===== config.mk =====
export PLATFORM = sky130hd
export DESIGN_NAME = uart_loader
export DESIGN_NICKNAME = d
export VERILOG_FILES = /design/src/rtl/uart_loader.sv
export SDC_FILE = /design/constraint.sdc
export NUM_CORES = 1
export LEC_CHECK = 0
export BUFFER_PORTS_ARGS = -buffer_cell sky130_fd_sc_hd__buf_4
export CAP_MARGIN = 0
export CORE_ASPECT_RATIO = 1.5
export CORE_MARGIN = 4
export CORE_UTILIZATION = 51
export CTS_BUF_LIST = sky130_fd_sc_hd__clkbuf_4 sky130_fd_sc_hd__clkbuf_8
export CTS_CLUSTER_SIZE = 10
export DETAILED_ROUTE_END_ITERATION = 6
export PLACE_DENSITY = 0.79
export SLEW_MARGIN = 20
export SYNTH_ARGS = -nofsm -noshare
export SYNTH_HDL_FRONTEND = slang
export SYNTH_SLANG_ARGS = --single-unit
export TNS_END_PERCENT = 100

===== constraint.sdc =====
create_clock -name i_clock -period 3.75 [get_ports i_clock]
set_input_delay 0 -clock i_clock [delete_from_list [all_inputs] [get_ports i_clock]]
set_output_delay 0 -clock i_clock [all_outputs]
set_load 0.05 [all_outputs]

===== src/rtl/uart_loader.sv =====
// Boot loader: pulls a framed memory image out of a polled UART, writes it word by word
// to memory while holding the CPU in reset, then answers with 'K' (ok) or 'E' (error).
module uart_loader #(
  parameter logic [31:0] BASE_ADDRESS   = 32'h0000_0000,
  parameter int unsigned MAX_WORDS      = 16384,
  parameter int unsigned TIMEOUT_CYCLES = 50_000_000
) (
  input  logic        i_clock,
  input  logic        i_reset,
  output logic [2:0]  o_uart_address,
  output logic        o_uart_read,
  output logic        o_uart_write,
  output logic [31:0] o_uart_writedata,
  input  logic [31:0] i_uart_readdata,
  input  logic        i_uart_acknowledge,
  output logic [31:0] o_mem_address,
  output logic        o_mem_write,
  output logic [31:0] o_mem_writedata,
  input  logic        i_mem_acknowledge,
  output logic        o_cpu_reset,
  output logic        o_busy,
  output logic        o_done,
  output logic        o_error,
  output logic [15:0] o_word_count,
  output logic [2:0]  o_state
);

  // Handshake: a request (o_uart_read, o_uart_write or o_mem_write) is held until its
  // acknowledge is seen on a rising edge and drops on that edge; only one is ever high.
  typedef enum logic [2:0] {
    HUNT  = 3'd0,
    LEN   = 3'd1,
    DATA  = 3'd2,
    MEMWR = 3'd3,
    CHECK = 3'd4,
    RESP  = 3'd5,
    IDLE  = 3'd6
  } state_t;

  localparam logic [7:0] SYNC_BYTE = 8'hA5;
  localparam logic [7:0] RESP_OK   = 8'h4B;
  localparam logic [7:0] RESP_ERR  = 8'h45;

  state_t      state, state_next;
  logic        read_gap;
  logic [1:0]  byte_index;
  logic [7:0]  checksum;
  logic [31:0] length;
  logic [31:0] word;
  logic [31:0] idle_count;
  logic        resp_ok;

  logic        reading;
  logic        byte_ok;
  logic        timed;
  logic        timeout;
  logic        last_word;
  logic [7:0]  rx_byte;
  logic [31:0] length_next;
  logic        unused_readdata;

  assign unused_readdata = ^{i_uart_readdata[31:16], i_uart_readdata[14:8]};

  // read_gap forces one idle cycle after every read acknowledge; it resets high so no
  // read is requested while reset is asserted.
  assign reading     = (state inside {HUNT, LEN, DATA, CHECK, IDLE}) && !read_gap;
  assign rx_byte     = i_uart_readdata[7:0];
  assign byte_ok     = reading && i_uart_acknowledge && i_uart_readdata[15];
  assign timed       = state inside {LEN, DATA, CHECK};
  assign timeout     = timed && !byte_ok && (idle_count >= 32'(TIMEOUT_CYCLES - 1));
  assign length_next = {rx_byte, length[31:8]};
  assign last_word   = (({16'h0000, o_word_count}) + 32'd1) == length;

  always_ff @(posedge i_clock or posedge i_reset) begin
    if (i_reset) state <= HUNT;
    else         state <= state_next;
  end

  always_comb begin
    state_next = state;
    case (state)
      HUNT, IDLE: if (byte_ok && rx_byte == SYNC_BYTE) state_next = LEN;
      LEN: begin
        if (timeout) state_next = HUNT;
        else if (byte_ok && byte_index == 2'd3) begin
          if (length_next == 32'd0)                  state_next = CHECK;
          else if (length_next > 32'(MAX_WORDS))     state_next = RESP;
          else                                       state_next = DATA;
        end
      end
      DATA: begin
        if (timeout)                                 state_next = HUNT;
        else if (byte_ok && byte_index == 2'd3)      state_next = MEMWR;
      end
      MEMWR: if (i_mem_acknowledge) state_next = last_word ? CHECK : DATA;
      CHECK: begin
        if (timeout)      state_next = HUNT;
        else if (byte_ok) state_next = RESP;
      end
      RESP: if (i_uart_acknowledge) state_next = resp_ok ? IDLE : HUNT;
      default: state_next = HUNT;
    endcase
  end

  always_ff @(posedge i_clock or posedge i_reset) begin
    if (i_reset) begin
      read_gap     <= 1'b1;
      byte_index   <= 2'd0;
      checksum     <= 8'h00;
      length       <= 32'h0;
      word         <= 32'h0;
      idle_count   <= 32'h0;
      resp_ok      <= 1'b0;
      o_word_count <= 16'h0;
      o_cpu_reset  <= 1'b1;
      o_busy       <= 1'b0;
      o_done       <= 1'b0;
      o_error      <= 1'b0;
    end else begin
      read_gap   <= reading && i_uart_acknowledge;
      o_done     <= 1'b0;
      idle_count <= (!timed || byte_ok || i_mem_acknowledge) ? 32'h0 : idle_count + 32'd1;
      case (state)
        HUNT, IDLE: begin
          if (byte_ok && rx_byte == SYNC_BYTE) begin
            checksum     <= 8'h00;
            byte_index   <= 2'd0;
            o_word_count <= 16'h0;
            o_error      <= 1'b0;
            o_cpu_reset  <= 1'b1;
            o_busy       <= 1'b1;
          end
        end
        LEN: begin
          if (byte_ok) begin
            checksum   <= checksum + rx_byte;
            byte_index <= byte_index + 2'd1;
            length     <= length_next;
            if (byte_index == 2'd3 && length_next > 32'(MAX_WORDS)) resp_ok <= 1'b0;
          end
        end
        DATA: begin
          if (byte_ok) begin
            checksum   <= checksum + rx_byte;
            byte_index <= byte_index + 2'd1;
            word       <= {rx_byte, word[31:8]};
          end
        end
        MEMWR: if (i_mem_acknowledge) o_word_count <= o_word_count + 16'd1;
        CHECK: if (byte_ok) resp_ok <= (rx_byte == checksum);
        RESP: begin
          if (i_uart_acknowledge) begin
            o_busy <= 1'b0;
            if (resp_ok) begin
              o_done      <= 1'b1;
              o_cpu_reset <= 1'b0;
            end else begin
              o_error <= 1'b1;
            end
          end
        end
        default: ;
      endcase
      if (timeout) begin
        o_error <= 1'b1;
        o_busy  <= 1'b0;
      end
    end
  end

  // Bus outputs decode straight from state so a reset drops any request at once.
  assign o_uart_address   = 3'd0;
  assign o_uart_read      = reading;
  assign o_uart_write     = (state == RESP);
  assign o_uart_writedata = o_uart_write ? {24'h0, (resp_ok ? RESP_OK : RESP_ERR)} : 32'h0;
  assign o_mem_write      = (state == MEMWR);
  assign o_mem_address    = o_mem_write ? BASE_ADDRESS + {14'h0, o_word_count, 2'b00} : 32'h0;
  assign o_mem_writedata  = o_mem_write ? word : 32'h0;
  assign o_state          = state;

endmodule


---- Word level (Yosys, flattened, before mapping) ----
Cells that the tools add are included.
storage, ports and cells
  bits in registers ....................... 131
  input port bits ......................... 36
cells by class
  add/sub/neg operators ................... 5
  order comparisons ....................... 2
  equal/unequal tests ..................... 24
  muxes and demuxes ....................... 47
  reductions and logical operators ........ 33
operator list
  operator                                               number
  2-to-1 mux 32 bit                                      2
  2-to-1 mux 3 bit                                       13
  adder 32 x 1 -> 32 bit, second input constant          1
  equality test 17 x 32 -> 1 bit                         1
  >= comparator 32 x 26 -> 1 bit, second input constant  1
  > comparator 32 x 15 -> 1 bit, second input constant   1
  zero test 32 bit                                       1
  2-to-1 mux 16 bit                                      2
  case mux 16 bit (2 select lines)                       1
  2-to-1 mux 18 bit                                      1
  case mux 3 bit (6 select lines)                        1
  adder 16 x 1 -> 17 bit, second input constant          1
  adder 16 x 1 -> 16 bit, second input constant          1
  2-to-1 mux 8 bit                                       2
  case mux 8 bit (2 select lines)                        1
  2-to-1 mux 1 bit                                       15
  AND reduction 4 bit                                    3
  != test 2 x 1 -> 1 bit, second input constant          5
  equality test 3 bit, second input constant             3
  != test 3 x 2 -> 1 bit, second input constant          3
  AND reduction 3 bit                                    3
  adder 8 bit                                            1
  equality test 8 bit                                    1
  equality test 8 bit, second input constant             1
  22 further kinds                                       46

---- Longest topological paths before layout ----
Gate-level depths: netlist of the first run.
  depth after elaboration ................. 10
  gate-level depth with buffers ........... 10
  gate-level depth less buffers ........... 10

---- Worst setup path after synthesis of the first run ----
No wires, ideal clock.
  path type ............................... register to register
  start ................................... reg o_word_count[0]
  end ..................................... reg state[1], in the netlist o_state[1]
  setup time .............................. 121 ps
  arrival time ............................ 2,549 ps
  required time ........................... 3,629 ps
  slack ................................... 1,080 ps
  cell stages (with the launch flop) ...... 9
  path buffers ............................ 0
  clock period less this slack ............ 2,670 ps
  cell sequence ........................... dfrtp_1 -> ha_1 -> nand3_4 -> nor4_1 -> xor2_1 -> mux2i_1 -> o311a_1 -> nand3_1 -> a22o_1
between the ends
  word-level cells in the longest chain between the ends .. 5
RTL lines
  item                             RTL line  source
  from (decl)                      24        output logic [15:0] o_word_count,
  from (signal assigned)           149       MEMWR: if (i_mem_acknowledge) o_word_count <= o_word_count + 16'd1;
  adder 16 x 1 -> 17 bit           72        assign last_word = (({16'h0000, o_word_count}) + 32'd1) == length;
  equality test 17 x 32 -> 1 bit   72
  2-to-1 mux 3 bit (2 in series)   95        MEMWR: if (i_mem_acknowledge) state_next = last_word ? CHECK : DATA;
  case mux 3 bit (6 select lines)  81        case (state)
  to (signal assigned)             76        else state <= state_next;
  to (decl)                        44        state_t state, state_next;
No other way between the ends. The select of a mux whose other input is x is not followed.
A chain may end at the register's enable or synchronous reset.

---- Final worst setup path of the first run ----
  start ................................... reg state[1], in the netlist o_state[1]
  end ..................................... reg o_word_count[4]
between the ends
  word-level cells in the longest chain between the ends .. 8
RTL lines
  item                                                  RTL line  source
  equality test 3 x 1 -> 1 bit (tied with other cells)  66        assign reading = (state inside {HUNT, LEN, DATA, CHECK, IDLE}) && !read_gap;
  nonzero test 5 bit                                    66
  logical AND 1 bit                                     66
  logical AND 1 bit (2 in series)                       68        assign byte_ok = reading && i_uart_acknowledge && i_uart_readdata[15];
  logical AND 1 bit                                     125       if (byte_ok && rx_byte == SYNC_BYTE) begin
  != test 2 bit (no line)                               -
  AND reduction 3 bit (no line)                         -
Several ways; a longest one is shown, not always the timed one.

==> impl_metrics.json, run 1 <==
{
  "status": "complete, no violations",
  "worst_setup_path_end_kind": "flip-flop",
  "synthTopCellsByArea": "dfrtp_1, mux2_2, and3_1, buf_4, xnor2_1",
  "clk_pin_slew_ps": 80,
  "synth_flop_cell": "dfrtp_1",
  "p_leak_nw": 4.13,
  "worst_ir_drop_vdd_mv": 0.374,
  "cts_inserted_buffers": 17,
  "htree_num_levels": 4,
  "seq_area_frac_synth_pct": 44.3,
  "period_share_pct": 72.7,
  "grt_max_degree": 77,
  "yosysUniqueCellTypes": 66,
  "rows": 53,
  "cp-start-kind": "flip-flop",
  "cts-root-buf": "clkbuf_8",
  "cp_cell_sequence": "buf_4 -> or2_2 -> a21oi_2 -> nand2_1 -> a211oi_2 -> nor2_1 -> o21ai_0 -> o31ai_1",
  "start_util_pct": 52.5,
  "rsz0062_at_grt": "no",
  "drt_first_pass_iters": 4,
  "met1_usage_pct": 24.1,
  "grt_pass1_wl_mm": 27.8,
  "die_h_um": 156,
  "p_sw_w": 0.00267,
  "mappedNetlistArea_um2": 7410,
  "setup.worst_path.start": "o_state[1]",
  "globalRouteMet3Util_pct": 4.10,
  "num_vias": 5671,
  "worstReg2RegStart": "o_state[1]",
  "place.gp.congestion": 0.888,
  "hold_path_class": "primary input to flip-flop",
  "yosys_warnings": 0,
  "core_um2": 14100,
  "switching_share_pct": 44.2,
  "cts.repair.resized": 0,
  "post-route-util_pct": 60.7,
  "crit_buf_inv": 1,
  "finalNetCount": 881,
  "overflow": 0,
  "slew_headroom_pct": 43.1,
  "tns_ps": 0,
  "clock.fmax_mhz": 367,
  "skew_ps": 11.9,
  "clkLatencyLatePin_ps": 440,
  "ioPinCount": 161,
  "ant_nets": 0,
  "tightest_slew_ps": 850,
  "route.detailed.drc": 0,
  "grt_pass1_vias": 5638,
  "grt_use_met2_pct": 37.3,
  "critPathKind": "flip-flop to flip-flop",
  "dieWidth_um": 106,
  "p_comb_share_pct": 44.1,
  "final-hold-violation-count": 0,
  "p_per_area_nw_per_um2": 704,
  "crit_family": "compound AO/OA/AOI/OAI gates",
  "drive_gt1_share_pct": 25.6,
  "syn_area_per_cell_um2": 9.91,
  "synth_edf_count": 0,
  "cp_data_arrival_time_ps": 3030,
  "diodes": 0,
  "fin_crit_ps": 2730,
  "dp_hpwl_mm": 11.9,
  "hold_start": "i_mem_acknowledge",
  "worstPathRequired_ps": 4060,
  "wire_per_inst_um": 16.3,
  "holdWs_ps": 193,
  "crit_path_max_incr_delay_ps": 590,
  "pwr-share-clk_pct": 20.9,
  "area_delta_synth_final_pct": 15.7,
  "cts.sinks": 131,
  "track_usage_pct": 20.8,
  "setup_viol": 0,
  "cts_buffer_depth": 2,
  "top_usage_layer": "met2",
  "p_seq_share_pct": 35.0,
  "p_int_w": 0.00337,
  "slew_viol_final": 0,
  "cts_tree": "yes",
  "antenna_found_initial": 0,
  "routed_via_density": 5.46,
  "cp_max_fo": 20,
  "routed_wl_mm": 17.0,
  "drv_cap": 0,
  "async_flop_share_pct": 100,
  "syn_inst": 748,
  "ys_seq_elements": 131,
  "crit_slowest_cell": "dfrtp_1",
  "netlist.area_leader.share_pct": 43.5,
  "die-area_um2": 16600,
  "synth.largest_area_cell": "dfrtp_1",
  "drtIter0Drc": 245,
  "port_buffers": 91,
  "num-fill-cells": 1201
}
==> cells in the mapped netlist (8+ instances only) <==
library cell  count
nor2b_1           8
inv_1            14
nor3_1            9
xor2_1           27
nand2_1          55
nand4_1          11
clkbuf_1         21
xnor2_1          31
buf_4            52
a21oi_1          12
dfrtp_1         129
mux2_2           63
nor4_1           11
nor2_1           65
nand3_1          28
ha_1             10
o21ai_0          38
o31ai_1           8
and3_1           63
and2_1            8
buf_2            12
==> routing by layer <==
| layer | vias up | wire (um) |
|---|---|---|
| met3 | 34 | 742 |
| met2 | 166 | 9070 |
| met4 | 0 | 473 |
| met5 | - | 0 |
| li1 | 2709 | - |
| met1 | 2762 | 6680 |
==> area by class of cell <==
class                           count  area, um2  area share [%]
Clock buffer                       17        234            2.73
Clock inverter                     15        183            2.13
Inverter                           14       55.1           0.642
Multi-Input combinational cell    562       3730            43.5
Sequential cell                   131       3280            38.3
Tap cell                          192        240            2.80
Timing Repair Buffer              108        848            9.89
==> flip-flops by register name, summed over array words and instances, names as in the netlist, 2 cells and up <==
signal        count
length           32
word             32
o_state           3
idle_count       32
o_word_count     16
checksum          8
byte_index        2
==> final timing paths <==
kind	endpoint	slack, ps	cells after the start
worst min register to register	idle_count[0]	480	1
min in group asynchronous	word[12]	220	3
worst max-delay path	o_word_count[4]	1020	8
max in group asynchronous	o_word_count[1]	2660	4
worst max register to register	o_word_count[4]	1020	8
worst min-delay path	idle_count[1]	190	4
==> cells in the final DEF (no fill, tap or decap), types with 28 or more instances in the layout <==
master   Yosys  final
dfrtp_1    129    129
buf_4       52     97
nor2_1      65     65
and3_1      63     63
mux2_2      63     63
nand2_1     55     55
conb_1       1     46
o21ai_0     38     38
xnor2_1     31     31
nand3_1     28     28
==> logic make-up after synthesis <==
logic type | count (synthesis) | share of synthesized area [%]
flip-flops | 131 | 44.3
AO/OA/AOI/OAI | 93 | 8.15
buffers and inverters | 100 | 7.90
multiplexers | 65 | 9.84
other | 1 | 0.0506
XOR/XNOR | 58 | 6.85
AND/OR/NAND/NOR | 289 | 21.0
adder cells (fa/ha/maj) | 11 | 1.96
==> power by group through the flow <==
| stage | clock [W] | sequential, W | combinational (W) |
|---|---|---|---|
| after floorplan | 0 | 0.00208 | 0.00200 |
| after global placement | 0 | 0.00211 | 0.00260 |
| after detailed placement | 0 | 0.00213 | 0.00265 |
| after CTS | 0.00128 | 0.00211 | 0.00267 |
| after global routing | 0.00134 | 0.00216 | 0.00286 |
| final | 0.00126 | 0.00211 | 0.00266 |
==> metrics by stage <==
step	setup slack (ps)	instance area, um2	cells	total power, W
global placement	1100	8060	997	0.00471
finish	1020	8570	1039	0.00603
floorplan	256	7580	793	0.00409
CTS	1020	8570	1039	0.00606
global route	805	8570	1039	0.00636
detailed placement	1050	8060	997	0.00478
==> repair_timing <==
item	4_1_cts	5_1_grt
hold buffers	10	0
setup endpoints to repair	0	0
buffers inserted	0	0
endpoints found under the hold margin	75	0
==> worst reg2reg max path, stage by stage (launching register included) <==
cell and delay, ps:
dfrtp_1 590, buf_4 280, or2_2 330, a21oi_2 250, nand2_1 140, a211oi_2 380, nor2_1 290, o21ai_0 250
o31ai_1 100
No activity file was read; power rests on OpenSTA's default activity.
==> run 2: changes to the inputs <==
Settings changed: CORE_UTILIZATION 51 to 57, PLACE_DENSITY 0.79 to 0.83.
Clock period 3.75 ns to 2.9 ns, I/O delays scaled along.
==> run 2 against run 1 <==
Global-route usage is 2.8 points higher. Largest cell class unchanged. Non-clock buffer count increased by 6. Sequential power is 27% higher. Combinational power grew 33%. Hold slack better by 4.7 ps. Critical endpoint is now checksum[7]. Maximum frequency grew 2.4%. Critical path depth unchanged. Final cell count shrank 2.9%. Register-to-register slack worse by 780 ps.
==> impl_metrics.json, run 2 (same netlist as run 1, synthesis figures left out) <==
{
  "final-hold-violation-count": 0,
  "route.detailed.drc": 0,
  "dp_hpwl_mm": 12.2,
  "cts_hold_buf": 10,
  "skew_ps": 8.25,
  "area_delta_synth_final_pct": 15.3,
  "num_vias": 5793,
  "cp-start-kind": "flip-flop",
  "drtIter0Drc": 395,
  "finalNetCount": 887,
  "start_util_pct": 58.7,
  "rows": 50,
  "wire_per_inst_um": 16.9,
  "cts_setup_buffers": 0,
  "drv_cap": 0,
  "p_comb_share_pct": 45.8,
  "worst_ir_drop_vdd_mv": 0.683,
  "clk_pin_slew_ps": 70,
  "p_seq_share_pct": 34.6,
  "worst_setup_path_end_kind": "flip-flop",
  "slew_headroom_pct": 54.2,
  "routed_via_density": 5.74,
  "htree_num_levels": 4,
  "p_leak_nw": 4.15,
  "die_h_um": 148,
  "grt_pass1_vias": 6034,
  "die-area_um2": 14900,
  "tns_ps": 0,
  "final_cell_mix": "dfrtp_1, buf_4, nor2_1, and3_1, mux2_2",
  "ant_nets": 0,
  "fin_crit_ps": 2660,
  "rsz0062_at_grt": "no",
  "dieWidth_um": 101,
  "cts_tree": "yes",
  "critPathKind": "flip-flop to flip-flop",
  "cts-root-buf": "clkbuf_8",
  "status": "complete, no violations",
  "cts.repair.resized": 0,
  "cts.sinks": 131,
  "place.gp.congestion": 0.919,
  "overflow": 0,
  "final_area_um2": 8550,
  "drive_gt1_share_pct": 26.1,
  "worstPathRequired_ps": 3250,
  "diodes": 0,
  "ioPinCount": 161,
  "core_um2": 12600,
  "cp_data_arrival_time_ps": 3010,
  "layout_commonest_cell": "dfrtp_1",
  "tightest_slew_ps": 688,
  "switching_share_pct": 44.2,
  "slew_viol_final": 0,
  "drt_first_pass_iters": 5,
  "routed_wl_mm": 17.0,
  "clock.fmax_mhz": 376,
  "port_buffers": 91,
  "clkLatencyLatePin_ps": 440,
  "p_int_w": 0.00433,
  "p_sw_w": 0.00343,
  "reg_top3": "idle_count x32, length x32, word x32",
  "period_share_pct": 91.7,
  "p_per_area_nw_per_um2": 907,
  "cts_inserted_buffers": 17,
  "grt_max_degree": 132,
  "cts_buffer_depth": 2,
  "post_dp_cell_area_um2": 8060,
  "grt_pass1_wl_mm": 28.5,
  "antenna_found_initial": 0,
  "track_usage_pct": 23.6,
  "pwr-share-clk_pct": 19.6,
  "cp_max_fo": 3,
  "setup_viol": 0,
  "hold_path_class": "primary input to flip-flop"
}
==> run 2: per-layer routing <==
metal  global-route usage, %  vias up  wire length, um
met5                       0        -                0
met4                    11.9        0              642
met3                    4.15       52              751
met2                    43.0      179             9440
met1                    25.5     2845             6200
li1                        -     2717                -
==> run 2: worst paths after layout <==
| check | start | endpoint | slack, ps | depth (start not counted) |
|---|---|---|---|---|
| worst max-delay path | checksum[1] | checksum[7] | 240 | 8 |
| worst min-delay path | i_mem_acknowledge | idle_count[26] | 200 | 4 |
| worst max register to register | checksum[1] | checksum[7] | 240 | 8 |
| worst min register to register | idle_count[0] | idle_count[0] | 480 | 1 |
| max in group asynchronous | i_reset | idle_count[11] | 2080 | 4 |
| min in group asynchronous | i_reset | o_word_count[2] | 320 | 4 |
==> run 2: power groups by stage <==
stage / logic (W) / clock network [W] / registers (W)
floorplan: 0.00259 / 0 / 0.00270
global placement: 0.00342 / 0 / 0.00267
detailed placement: 0.00352 / 0 / 0.00271
CTS: 0.00356 / 0.00155 / 0.00268
global route: 0.00380 / 0.00164 / 0.00274
finish: 0.00355 / 0.00152 / 0.00268
==> run 2: final cells by class <==
type                       count  area [um2]
timing repair buffer         114         893
clock inverter                13         135
clock buffer                  19         255
fill                         963        4090
sequential                   131        3280
multi-input combinational    562        3730
inverter                      14        56.3
tap                          156         195
==> run 2: critical path, stage by stage (launching register included) <==
cell       delay [ps]
dfrtp_1           410
ha_1              300
a21o_1            190
a21oi_2           170
o21bai_1          100
a2111oi_0         600
nor3_1            140
or4_1             540
o211ai_1          120
==> run 2: stage by stage <==
stage          utilization [%]  worst slack [ps]  total power [W]  std cells  hold WS (ps)
3_3_place_gp              63.8               386          0.00610        967           252
2_1_floorplan                -               230          0.00529        793           125
3_5_place_dp              63.8               291          0.00623        967           259
5_1_grt                   67.7              60.7          0.00818       1009           212
6_report                  67.7               239          0.00776       1009           198
4_1_cts                   67.7               250          0.00779       1009           172
